[src/rtl/fresh_query_sched.sv]
// Query sequencer for the fresh-ingredient bitmap read port: aligns each returned bit with its address and tallies hits.
// Optional FRESH_SCHED_SPOILED_CNT_EN adds a saturating spoiled_count output.
module fresh_query_sched #(
  parameter int ADDR_W = 17,
  parameter int CNT_W  = 17,
  parameter int LAT    = 2
) (
  input  logic              clk,
  input  logic              rst,
  input  logic              start,
  input  logic              q_valid,
  input  logic [ADDR_W-1:0] q_addr,
  input  logic              q_last,
  output logic              q_ready,
  input  logic              ram_ready,
  output logic [ADDR_W-1:0] check_addr,
  input  logic              fresh_in,
  output logic              res_valid,
  output logic [ADDR_W-1:0] res_addr,
  output logic              res_fresh,
  output logic [CNT_W-1:0]  fresh_count,
`ifdef FRESH_SCHED_SPOILED_CNT_EN
  output logic [CNT_W-1:0]  spoiled_count,
`endif
  output logic              done
);

  typedef enum logic [1:0] {IDLE, RUN, DRAIN, DONE} state_t;

  localparam logic [CNT_W-1:0] CNT_MAX = '1;

  state_t                   state;
  logic [LAT:0]             vld_pipe;
  logic [LAT:0]             last_pipe;
  logic [LAT:0][ADDR_W-1:0] addr_pipe;
  logic                     res_last;
  logic                     accept;

  assign q_ready = (state == RUN) && ram_ready;
  assign accept  = q_valid && q_ready;

  always_ff @(posedge clk) begin
    if (!rst) begin
      state       <= IDLE;
      check_addr  <= '0;
      vld_pipe    <= '0;
      last_pipe   <= '0;
      addr_pipe   <= '0;
      res_valid   <= 1'b0;
      res_addr    <= '0;
      res_fresh   <= 1'b0;
      res_last    <= 1'b0;
      fresh_count <= '0;
`ifdef FRESH_SCHED_SPOILED_CNT_EN
      spoiled_count <= '0;
`endif
      done        <= 1'b0;
    end else begin
      // Token stage LAT lines up with fresh_in for the address issued LAT+1 edges earlier.
      for (int i = LAT; i > 0; i--) begin
        vld_pipe[i]  <= vld_pipe[i-1];
        last_pipe[i] <= last_pipe[i-1];
        addr_pipe[i] <= addr_pipe[i-1];
      end
      vld_pipe[0]  <= accept;
      last_pipe[0] <= q_last;
      addr_pipe[0] <= q_addr;
      if (accept) check_addr <= q_addr;

      res_valid <= vld_pipe[LAT];
      if (vld_pipe[LAT]) begin
        res_addr  <= addr_pipe[LAT];
        res_fresh <= fresh_in;
        res_last  <= last_pipe[LAT];
        if (fresh_in && fresh_count != CNT_MAX) fresh_count <= fresh_count + 1'b1;
`ifdef FRESH_SCHED_SPOILED_CNT_EN
        if (!fresh_in && spoiled_count != CNT_MAX) spoiled_count <= spoiled_count + 1'b1;
`endif
      end

      case (state)
        IDLE, DONE: if (start) begin
          state       <= RUN;
          done        <= 1'b0;
          fresh_count <= '0;
`ifdef FRESH_SCHED_SPOILED_CNT_EN
          spoiled_count <= '0;
`endif
        end
        RUN: if (accept && q_last) state <= DRAIN;
        DRAIN: if (vld_pipe == '0 && res_valid && res_last) begin
          state <= DONE;
          done  <= 1'b1;
        end
        default: state <= IDLE;
      endcase
    end
  end

endmodule

[config.mk]
export PLATFORM = sky130hd
export DESIGN_NAME = fresh_query_sched
export DESIGN_NICKNAME = d
export VERILOG_FILES = /design/src/rtl/fresh_query_sched.sv
export SDC_FILE = /design/constraint.sdc
export NUM_CORES = 1
export LEC_CHECK = 0
export CORE_MARGIN = 10
export CORE_UTILIZATION = 40
export CTS_CLUSTER_SIZE = 24
export DETAILED_ROUTE_END_ITERATION = 7
export DONT_BUFFER_PORTS = 1
export GPL_TIMING_DRIVEN = 1
export PLACE_DENSITY_LB_ADDON = 0.2
export SLEW_MARGIN = 20
export SYNTH_ARGS = -nofsm -noshare
export SYNTH_HDL_FRONTEND = slang
export SYNTH_SLANG_ARGS = --single-unit
[constraint.sdc]
create_clock -name clk -period 2.2 [get_ports clk]
set_clock_uncertainty 0.15 [all_clocks]
set_input_delay 0.55 -clock clk [delete_from_list [all_inputs] [get_ports clk]]
set_output_delay 0.55 -clock clk [all_outputs]
set_load 0.01 [all_outputs]
# After elaboration in Yosys (flattened, before gate mapping)
# Index checks and enable logic that the tools add are counted.
dict set report totals {
  ff_bits 114
  inputBits 24
  output_inout_bits 55
}
dict set report op_classes {
  n_reduce_logical 12
  mux 11
  add_sub_neg 1
  eq_ne 7
}
# cell count
set ops {}
lappend ops {{$mux W17} 4}
lappend ops {{$add A17 B1 Y17 const B} 1}
lappend ops {{$ne A17 B17 Y1 const B} 1}
lappend ops {{$logic_and A1 B1 Y1} 6}
lappend ops {{$mux W2} 3}
lappend ops {{$pmux W2 S3} 1}
lappend ops {{$reduce_and A3 Y1} 2}
lappend ops {{$eq A2 B2 Y1 const B} 2}
lappend ops {{$ne A2 B2 Y1 const B} 2}
lappend ops {{$logic_not A3 Y1} 1}
lappend ops {{$eq A2 B1 Y1 const B} 1}
lappend ops {{$logic_not A2 Y1} 1}
lappend ops {{$mux W1} 2}
lappend ops {{$ne A2 B1 Y1 const B} 1}
lappend ops {{$pmux W1 S2} 1}
lappend ops {{$reduce_bool A2 Y1} 1}
lappend ops {{$reduce_or A2 Y1} 1}

# Longest topological paths before layout
# Gate-level depths: netlist (run 1).
dict set report logic_depth {
  depth_word 6
  mapped_depth 9
  ltp_nobuf 8
}

# Least setup slack after synthesis (run 1)
# OpenSTA, ideal clock, no wires.
dict set report synth_timing {
  path_type {register to register}
  start {reg fresh_count[4]}
  end {reg fresh_count[9]}
  required_ps 1922
  path_buffers 1
  synth_period_minus_slack_ps 1990
  setup_slack_ps 210
  t_arrival_ps 1713
  stages_incl_launch_ff 9
  cell_sequence {dfxtp_1 nand4_4 nor4_1 ha_1 nand3b_4 buf_2 nor4_1 xnor2_1 nor2_1}
}
dict set report synth_via {
  elab_chain_cells 6
  elab_cells_between_ends 7
  classes_between {1 x add/sub; 1 x eq/ne; 4 x mux; 1 x reduce/logical}
}
# item line_no
set synth_lines {}
lappend synth_lines {{start: declaration} 21} ;# output logic [CNT_W-1:0] fresh_count,
lappend synth_lines {{start signal: assignment} 75} ;# if (fresh_in && fresh_count != CNT_MAX) fresh_count <= fresh_count + 1'b1;
lappend synth_lines {{parallel branches: the longest is 2 deep, another holds $add A17 B1 Y17} -}
lappend synth_lines {{$mux W17 *} 75}
lappend synth_lines {{$mux W17 *} 71} ;# if (vld_pipe[LAT]) begin
lappend synth_lines {{$mux W17} 82} ;# IDLE, DONE: if (start) begin
lappend synth_lines {{$mux W17 *} 81} ;# case (state)
# Every way passes the cells marked *.
# A chain may end at the register's enable or synchronous reset.

# Worst setup path in the final report (run 1)
dict set report layout_timing {
  start {reg fresh_count[0]}
  end {reg fresh_count[13]}
}
# The elaborated chain is that of the path after synthesis.

==> impl_metrics.ini, run 1 <==
[detailed_routing]
wl_per_cell_um = 13.73
first_pass_iters = 4
dr.first_iter.drc_count = 178
viasPerCell = 4.517
finalWirelength_um = 7646
via_count = 2516
drc = 0
ant_nets = 0

[worst_setup_path]
startpoint_type = flop
end_kind = flop
crit_type = reg2reg
critical_path_arrival_ns = 2.31
crit_path_max_fanout = 6
critPathRequiredTime_ns = 2.44

[die]
die_area_um2 = 14270
num_rows = 36
die-height_um = 119.5
die_w_um = 119.5
io_pins = 79
core_um2 = 9684
initial_utilization_pct = 40.85

[clocking]
cts_buffers = 17
cts_sinks = 114
post_cts_resized = 0
cts_tree = built
root_buffer = clkbuf_8
clk_latency_ns = 0.50
cts_buffer_depth = 2
cts_max_level = 4
clk_pin_slew_ns = 0.05

[sta]
finalSetupViolCount = 0
finalHoldViolCount = 0
max_slew.worst_pin.slew_ns = 0.6333
slew_headroom_pct = 57.66
min_period_over_period_pct = 94.17
fin_hold_ws_ns = 0.02607
fin_crit_ns = 2.072
max_clock_freq_ghz = 0.4827
setup_slack_ns = 0.1282
final_max_slew_viol_count = 0
fin_setup_tns_ns = 0

[logic_synthesis]
synthXorXnorAreaFrac_pct = 1.992
synth_top_family_by_area = simple AND/OR/NAND/NOR gates
synth_cell_types = 35
yosysTopAreaCell = dfxtp_1
ys.flop_type = dfxtp_1
synth_simple_gate_area_share_pct = 24.57
synth-seq-area-share_pct = 57.69
syn_nets = 411
synth_seq_cells = 114
synth-async-reset-ratio_pct = 0
yosysWarningCount = 0
synth_compound_area_share_pct = 6.799
synth_area_leaders = dfxtp_1, and2_1, nand2_1
syn_area_um2 = 3956
synth_top_area_share_pct = 57.69
muxShareOfSynthArea_pct = 4.807
synthAdderAreaFrac_pct = 1.265
synth-edff-count = 0
syn_area_per_cell_um2 = 10.33
synth_cells = 383

[grt]
grt_antenna_before_repair = 0
grtUsageTotal_pct = 11.10
grt_pass1_wl_um = 12870
grt_start_max_net_pins = 102
grt_pass1_vias = 2519
grt-ovfl-total = 0

[finish]
synthToLayoutAreaGrowth_pct = 21.66
layout-drive-gt1-share_pct = 14.39
final_core_utilization_pct = 49.70
nNetsFinal = 439
diodes = 0
nFillCells = 914

[pwr]
pwr_density_cell_nw_per_um2 = 1038
p_total_mw = 4.996
power_leakage_nw = 1.859
max-vdd-ir-drop_mv = 0.4398

[job]
max-cap-violations = 0

[placement]
place_ws_ns = 0.1283
dp_hpwl_um = 5167
gp_congestion = 0.8123
numPortBuffers = 0

[hold_path]
hp-class = in2reg

[run_status]
status = finished, final reports clean
==> report_power, final <==
| part | switching, mW | total, mW | internal, mW |
|---|---|---|---|
| sequential | 0.0577 | 2.21 | 2.16 |
| clock | 0.869 | 2.44 | 1.57 |
| combinational | 0.189 | 0.342 | 0.154 |
==> metrics by stage <==
step | instances | cell area [um2]
6_report | 557 | 4813
5_1_grt | 557 | 4813
4_1_cts | 554 | 4791
3_5_place_dp | 515 | 4174
3_3_place_gp | 515 | 4174
2_1_floorplan | 383 | 3956
==> state kept, by name (all words and copies together), names as in the netlist, 2 cells and up <==
name,count
addr_pipe,51
fresh_count,17
check_addr,17
res_addr,17
vld_pipe,3
last_pipe,3
state,2
==> cells by family (layout without fill, tap and decap cells) <==
| logic type | count (synthesis) | in the layout |
|---|---|---|
| mux | 19 | 19 |
| simple gates | 174 | 174 |
| fa+ha+maj | 4 | 4 |
| flops | 114 | 114 |
| xor+xnor | 9 | 9 |
| compound gates | 37 | 37 |
| buf+inv | 26 | 67 |
==> timing repair <==
item | in CTS | in global routing
hold endpoints to repair | 7 | 0
hold buffers | 7 | 0
setup buffers | 0 | 3
endpoints found under the setup margin | 0 | 3
==> area by class of cell <==
| cell class | instances | area [um2] | area share (%) |
|---|---|---|---|
| flip-flops and latches | 114 | 2282 | 47.41 |
| multi-input cells | 243 | 1560 | 32.41 |
| clock buffers | 22 | 462.9 | 9.618 |
| repair buffers | 29 | 235.2 | 4.887 |
| well taps | 133 | 166.4 | 3.457 |
| clock inverters | 10 | 83.83 | 1.742 |
| inverters | 6 | 22.52 | 0.4679 |
==> synth_stat cells, drive strengths merged (2+ instances only) <==
| library cell | n |
|---|---|
| dfxtp | 114 |
| and2 | 59 |
| nand2 | 51 |
| a21boi | 20 |
| mux2i | 19 |
| nor2b | 18 |
| clkbuf | 14 |
| nor2 | 14 |
| xnor2 | 8 |
| a21oi | 6 |
| buf | 6 |
| inv | 6 |
| nor4 | 6 |
| nand3 | 5 |
| nor3 | 5 |
| a31o | 4 |
| ha | 4 |
| nand2b | 4 |
| nand4 | 4 |
| and3 | 3 |
| o21ai | 3 |
| a31oi | 2 |
==> cell usage in the layout (no fill, tap or decap), drive strengths merged <==
cell type,n
dfxtp,114
and2,59
nand2,51
buf,22
clkbuf,22
a21boi,20
mux2i,19
nor2b,18
nor2,14
xnor2,8
dlygate4sd3,7
clkinv,7
inv,6
a21oi,6
nor4,6
nand3,5
nor3,5
nand2b,4
a31o,4
ha,4
nand4,4
o21ai,3
and3,3
a31oi,2
clkinvlp,2
nand3b,1
or3,1
and3b,1
xor2,1
o41ai,1
and4b,1
nand4b,1
a41o,1
bufinv,1
==> per-layer routing <==
layer | GRT usage, % | vias to the layer above | share of wire [%]
met3 | 6.944 | 7 | 12
met5 | 0 | - | 0
met4 | 5.204 | 0 | 1.1
met2 | 15.54 | 76 | 42
met1 | 13.06 | 1118 | 45
li1 | - | 1315 | -
==> final timing paths <==
check	cells past startpoint	slack, ns	from	endpoint
setup / recovery	8	0.13	fresh_count[0]	fresh_count[13]
hold / removal	1	0.03	q_addr[0]	addr_pipe[0]
setup reg to reg	8	0.13	fresh_count[0]	fresh_count[13]
hold reg to reg	1	0.28	addr_pipe[32]	addr_pipe[49]
==> worst max-delay path: stages (launching register included) <==
cell and delay, ns:
dfxtp_1 0.32, ha_1 0.23, nand3_1 0.09, nor4_1 0.05
ha_1 0.20, nand3b_4 0.20, nor4_4 0.39, a31oi_1 0.13
a41o_1 0.21
No activity file was read; power rests on OpenSTA's default activity.
==> inputs of run 2 (changes only) <==
--- a/config.mk
+++ b/config.mk
@@ -12,6 +12,8 @@
 export DONT_BUFFER_PORTS = 1
 export GPL_TIMING_DRIVEN = 1
 export PLACE_DENSITY_LB_ADDON = 0.2
+export REMOVE_ABC_BUFFERS = 1
+export SKIP_CTS_REPAIR_TIMING = 1
 export SLEW_MARGIN = 20
 export SYNTH_ARGS = -nofsm -noshare
 export SYNTH_HDL_FRONTEND = slang
==> impl_metrics.ini, run 2 (synthesis results as in run 1) <==
[finish]
final_common_cell = dfxtp_1
final_core_utilization_pct = 52.42
nNetsFinal = 460
nFillCells = 876
largest_reg_flops = 51
synthToLayoutAreaGrowth_pct = 28.30
multi_input_area_um2 = 1565
diodes = 0
seq_area_um2 = 2282
regMostFlops = addr_pipe
final_cell_mix = dfxtp_1, and2_1, nand2_1
layout-drive-gt1-share_pct = 15.28

[sta]
finalSetupViolCount = 0
finalHoldViolCount = 0
slew_headroom_pct = 70.59
final_max_slew_viol_count = 0
max_clock_freq_ghz = 0.4644
fin_setup_tns_ns = 0
max_slew.worst_pin.slew_ns = 0.4398
min_period_over_period_pct = 97.89
fin_crit_ns = 2.154

[detailed_routing]
dr.first_iter.drc_count = 135
ant_nets = 0
wl_per_cell_um = 14.48
first_pass_iters = 4
via_count = 2700
finalWirelength_um = 8368
drc = 0
viasPerCell = 4.671

[clocking]
cts_buffer_depth = 2
clk_pin_slew_ns = 0.05
clk_latency_ns = 0.51
cts_sinks = 114
root_buffer = clkbuf_8
cts_max_level = 4
cts_buffers = 17
cts_tree = built

[worst_setup_path]
crit_type = reg2reg
startpoint_type = flop
critical_path_arrival_ns = 2.40
crit_path_max_fanout = 8
crit_start = fresh_count[6]
timing.rr.start = fresh_count[6]
end_kind = flop
critPathRequiredTime_ns = 2.45

[grt]
grt_pass1_vias = 2532
grt_pass1_wl_um = 12840
grt-ovfl-total = 0
grt_start_max_net_pins = 102
grtUsageTotal_pct = 11.43
grt_antenna_before_repair = 0

[die]
num_rows = 36
initial_utilization_pct = 40.85
die_w_um = 119.5
core_um2 = 9684
io_pins = 79
die_area_um2 = 14270
die-height_um = 119.5

[placement]
numPortBuffers = 0
dp_hpwl_um = 5153
gp_congestion = 0.7804

[hold_path]
min-delay-start = q_addr[4]
hp-class = in2reg

[pwr]
pwr_density_cell_nw_per_um2 = 1061
max-vdd-ir-drop_mv = 0.5728
p_total_mw = 5.386
power_leakage_nw = 1.956

[job]
max-cap-violations = 0

[run_status]
status = finished, final reports clean
run 2: per-stage QoR:
step / area [um2] / worst slack (ns) / instances / hold slack, ns
floorplan: 3865 / 0.09110 / 363 / 0.2618
global placement: 4182 / 0.1800 / 516 / 0.2633
detailed placement: 4182 / 0.08354 / 516 / 0.2681
CTS: 4788 / 0.06645 / 548 / -0.01916
global route: 5076 / -0.05581 / 578 / 0.001842
finish: 5076 / 0.04649 / 578 / 0.01356
run 2: per-layer routing:
metal | part of all wire (%) | global-route usage [%]
met5 | 0 | 0
met4 | 1.2 | 4.676
met3 | 12 | 8.455
met2 | 46 | 16.85
met1 | 41 | 12.21
run 2: final timing paths:
path	end	slack, ns	cells after the start
setup / recovery	fresh_count[4]	0.05	9
hold / removal	addr_pipe[4]	0.01	1
setup reg to reg	fresh_count[4]	0.05	9
hold reg to reg	addr_pipe[37]	0.28	1
run 2: report_power, final:
group | total, mW | switching, mW | internal [mW] | leakage [nW]
combinational | 0.388 | 0.208 | 0.180 | 0.746
clock | 2.79 | 0.951 | 1.84 | 0.280
sequential | 2.21 | 0.0550 | 2.15 | 0.929
total | 5.39 | 1.21 | 4.17 | 1.96
run 2: worst max-delay path: stages, from the launching register on:
cell,delay (ns)
dfxtp_1,0.37
nand4_4,0.19
nor4_1,0.41
ha_2,0.27
nand3b_4,0.19
buf_4,0.13
buf_4,0.10
nor3_1,0.05
xnor2_1,0.15
nor2_1,0.05
run 2: final cells by class:
class | instances | share of cell area, %
Timing Repair Buffer | 50 | 8.528
Inverter | 6 | 0.4437
Clock inverter | 13 | 3.648
Tap cell | 133 | 3.278
Sequential cell | 114 | 44.96
Clock buffer | 19 | 8.307
Multi-Input combinational cell | 243 | 30.84
==> inputs of run 3 (changes only) <==
--- a/config.mk
+++ b/config.mk
@@ -6,7 +6,7 @@
 export NUM_CORES = 1
 export LEC_CHECK = 0
 export CORE_MARGIN = 10
-export CORE_UTILIZATION = 40
+export CORE_UTILIZATION = 55
 export CTS_CLUSTER_SIZE = 24
 export DETAILED_ROUTE_END_ITERATION = 7
 export DONT_BUFFER_PORTS = 1
==> constraint.sdc (replaced) <==
create_clock -name clk -period 2.2 [get_ports clk]
set_clock_uncertainty 0.15 [all_clocks]
set_input_delay 0.55 -clock clk [delete_from_list [all_inputs] [get_ports clk]]
set_output_delay 0.55 -clock clk [all_outputs]
set_load 0.05 [all_outputs]
==> impl_metrics.ini, run 3 (synthesis results as in run 1) <==
[finish]
final_cell_mix = dfxtp_1, and2_1, nand2_1
layout-drive-gt1-share_pct = 16.08
nFillCells = 536
final_area_um2 = 4788
final_common_cell = dfxtp_1
regMostFlops = addr_pipe
synthToLayoutAreaGrowth_pct = 21.03
final_core_utilization_pct = 69.33
layout.cells.non_filler = 519
largest_reg_flops = 51
nNetsFinal = 439
diodes = 0

[grt]
grt_start_max_net_pins = 102
grt_antenna_before_repair = 0
grt-ovfl-total = 0
grt_pass1_vias = 2545
grt_pass1_wl_um = 12270
grtUsageTotal_pct = 13.91

[clocking]
clk_pin_slew_ns = 0.05
cts_buffers = 17
root_buffer = clkbuf_8
clk_latency_ns = 0.50
cts_sinks = 114
cts_buffer_depth = 2
cts_max_level = 4
cts_tree = built

[die]
core_um2 = 6907
die_area_um2 = 10990
die_w_um = 104.8
initial_utilization_pct = 57.28
io_pins = 79
num_rows = 30
die-height_um = 104.8

[pwr]
max-vdd-ir-drop_mv = 0.6767
internal-power_mw = 4.083
p_switching_mw = 1.212
comb_power_share_pct = 7.0
p_total_mw = 5.295
clkPwrFrac_pct = 49.8
pwr_density_cell_nw_per_um2 = 1106
swShare_pct = 22.89
p_seq_share_pct = 43.2
power_leakage_nw = 1.880

[placement]
placedCellCount = 484
numPortBuffers = 0
dp_hpwl_um = 4975
place_ws_ns = 0.1160
post_dp_cell_area_um2 = 4173
gp_congestion = 0.7784

[sta]
final_max_slew_viol_count = 0
finalHoldViolCount = 0
min_period_over_period_pct = 96.12
max_slew.worst_pin.slew_ns = 0.5608
slew_headroom_pct = 62.56
fin_hold_ws_ns = 0.02115
fin_crit_ns = 2.115
setup_slack_ns = 0.08545
max_clock_freq_ghz = 0.4729
fin_setup_tns_ns = 0
finalSetupViolCount = 0

[detailed_routing]
via_count = 2604
ant_nets = 0
finalWirelength_um = 7541
viasPerCell = 5.017
drc = 0
dr.first_iter.drc_count = 75
wl_per_cell_um = 14.53
first_pass_iters = 4

[worst_setup_path]
end_kind = flop
crit_type = reg2reg
crit_path_max_fanout = 10
startpoint_type = flop
critical_path_arrival_ns = 2.35
critPathRequiredTime_ns = 2.44
r2r_slack_ns = 0.09

[run_status]
status = finished, final reports clean

[job]
max-cap-violations = 0

[hold_path]
hp-class = in2reg
-- run 3: cell types whose count changed in the layout (fill, tap and decap cells not counted), sizes merged, moves of 2 or more --
| cell | change |
|---|---|
| clkinvlp | -3 |
| clkinv | +2 |
| clkbuf | +2 |
| dlygate4sd3 | -23 |
| buf | +2 |
-- run 3: power by group through the flow --
stage | logic [mW] | registers [mW] | clock network, mW
final | 0.372 | 2.29 | 2.64
after global routing | 0.419 | 2.30 | 2.79
after CTS | 0.370 | 2.29 | 2.70
after detailed placement | 0.365 | 2.33 | 0
after global placement | 0.354 | 2.33 | 0
after floorplan | 0.270 | 2.32 | 0
-- run 3: worst paths after layout --
| kind | from | endpoint | depth (start not counted) |
|---|---|---|---|
| setup / recovery | fresh_count[0] | fresh_count[13] | 8 |
| setup reg to reg | fresh_count[0] | fresh_count[13] | 8 |
| hold reg to reg | addr_pipe[12] | addr_pipe[29] | 1 |
| hold / removal | q_addr[9] | addr_pipe[9] | 1 |
-- run 3: final cells by class --
cell class | count | area [um2] | area share, %
sequential | 114 | 2282 | 47.66
clock buffer | 21 | 449.2 | 9.381
inverter | 6 | 22.52 | 0.4703
timing repair buffer | 29 | 217.7 | 4.547
clock inverter | 10 | 133.9 | 2.796
tap | 96 | 120.1 | 2.508
multi-input combinational | 243 | 1563 | 32.64
-- run 3: worst max-delay path, stage by stage (launching register included) --
cell and delay [ns]:
dfxtp_1 0.31, ha_1 0.22, nand3_1 0.09, nor4_1 0.05, ha_1 0.20, nand3b_4 0.23, nor4_4 0.38, a31oi_1 0.16
a41o_1 0.22
-- run 3: layer usage --
layer | vias to the layer above | share of wire [%] | track usage (%)
met5 | - | 0 | 0
met3 | 10 | 11 | 7.617
met1 | 1206 | 39 | 14.07
met2 | 77 | 49 | 22.51
li1 | 1311 | - | -
met4 | 0 | 1.3 | 7.647
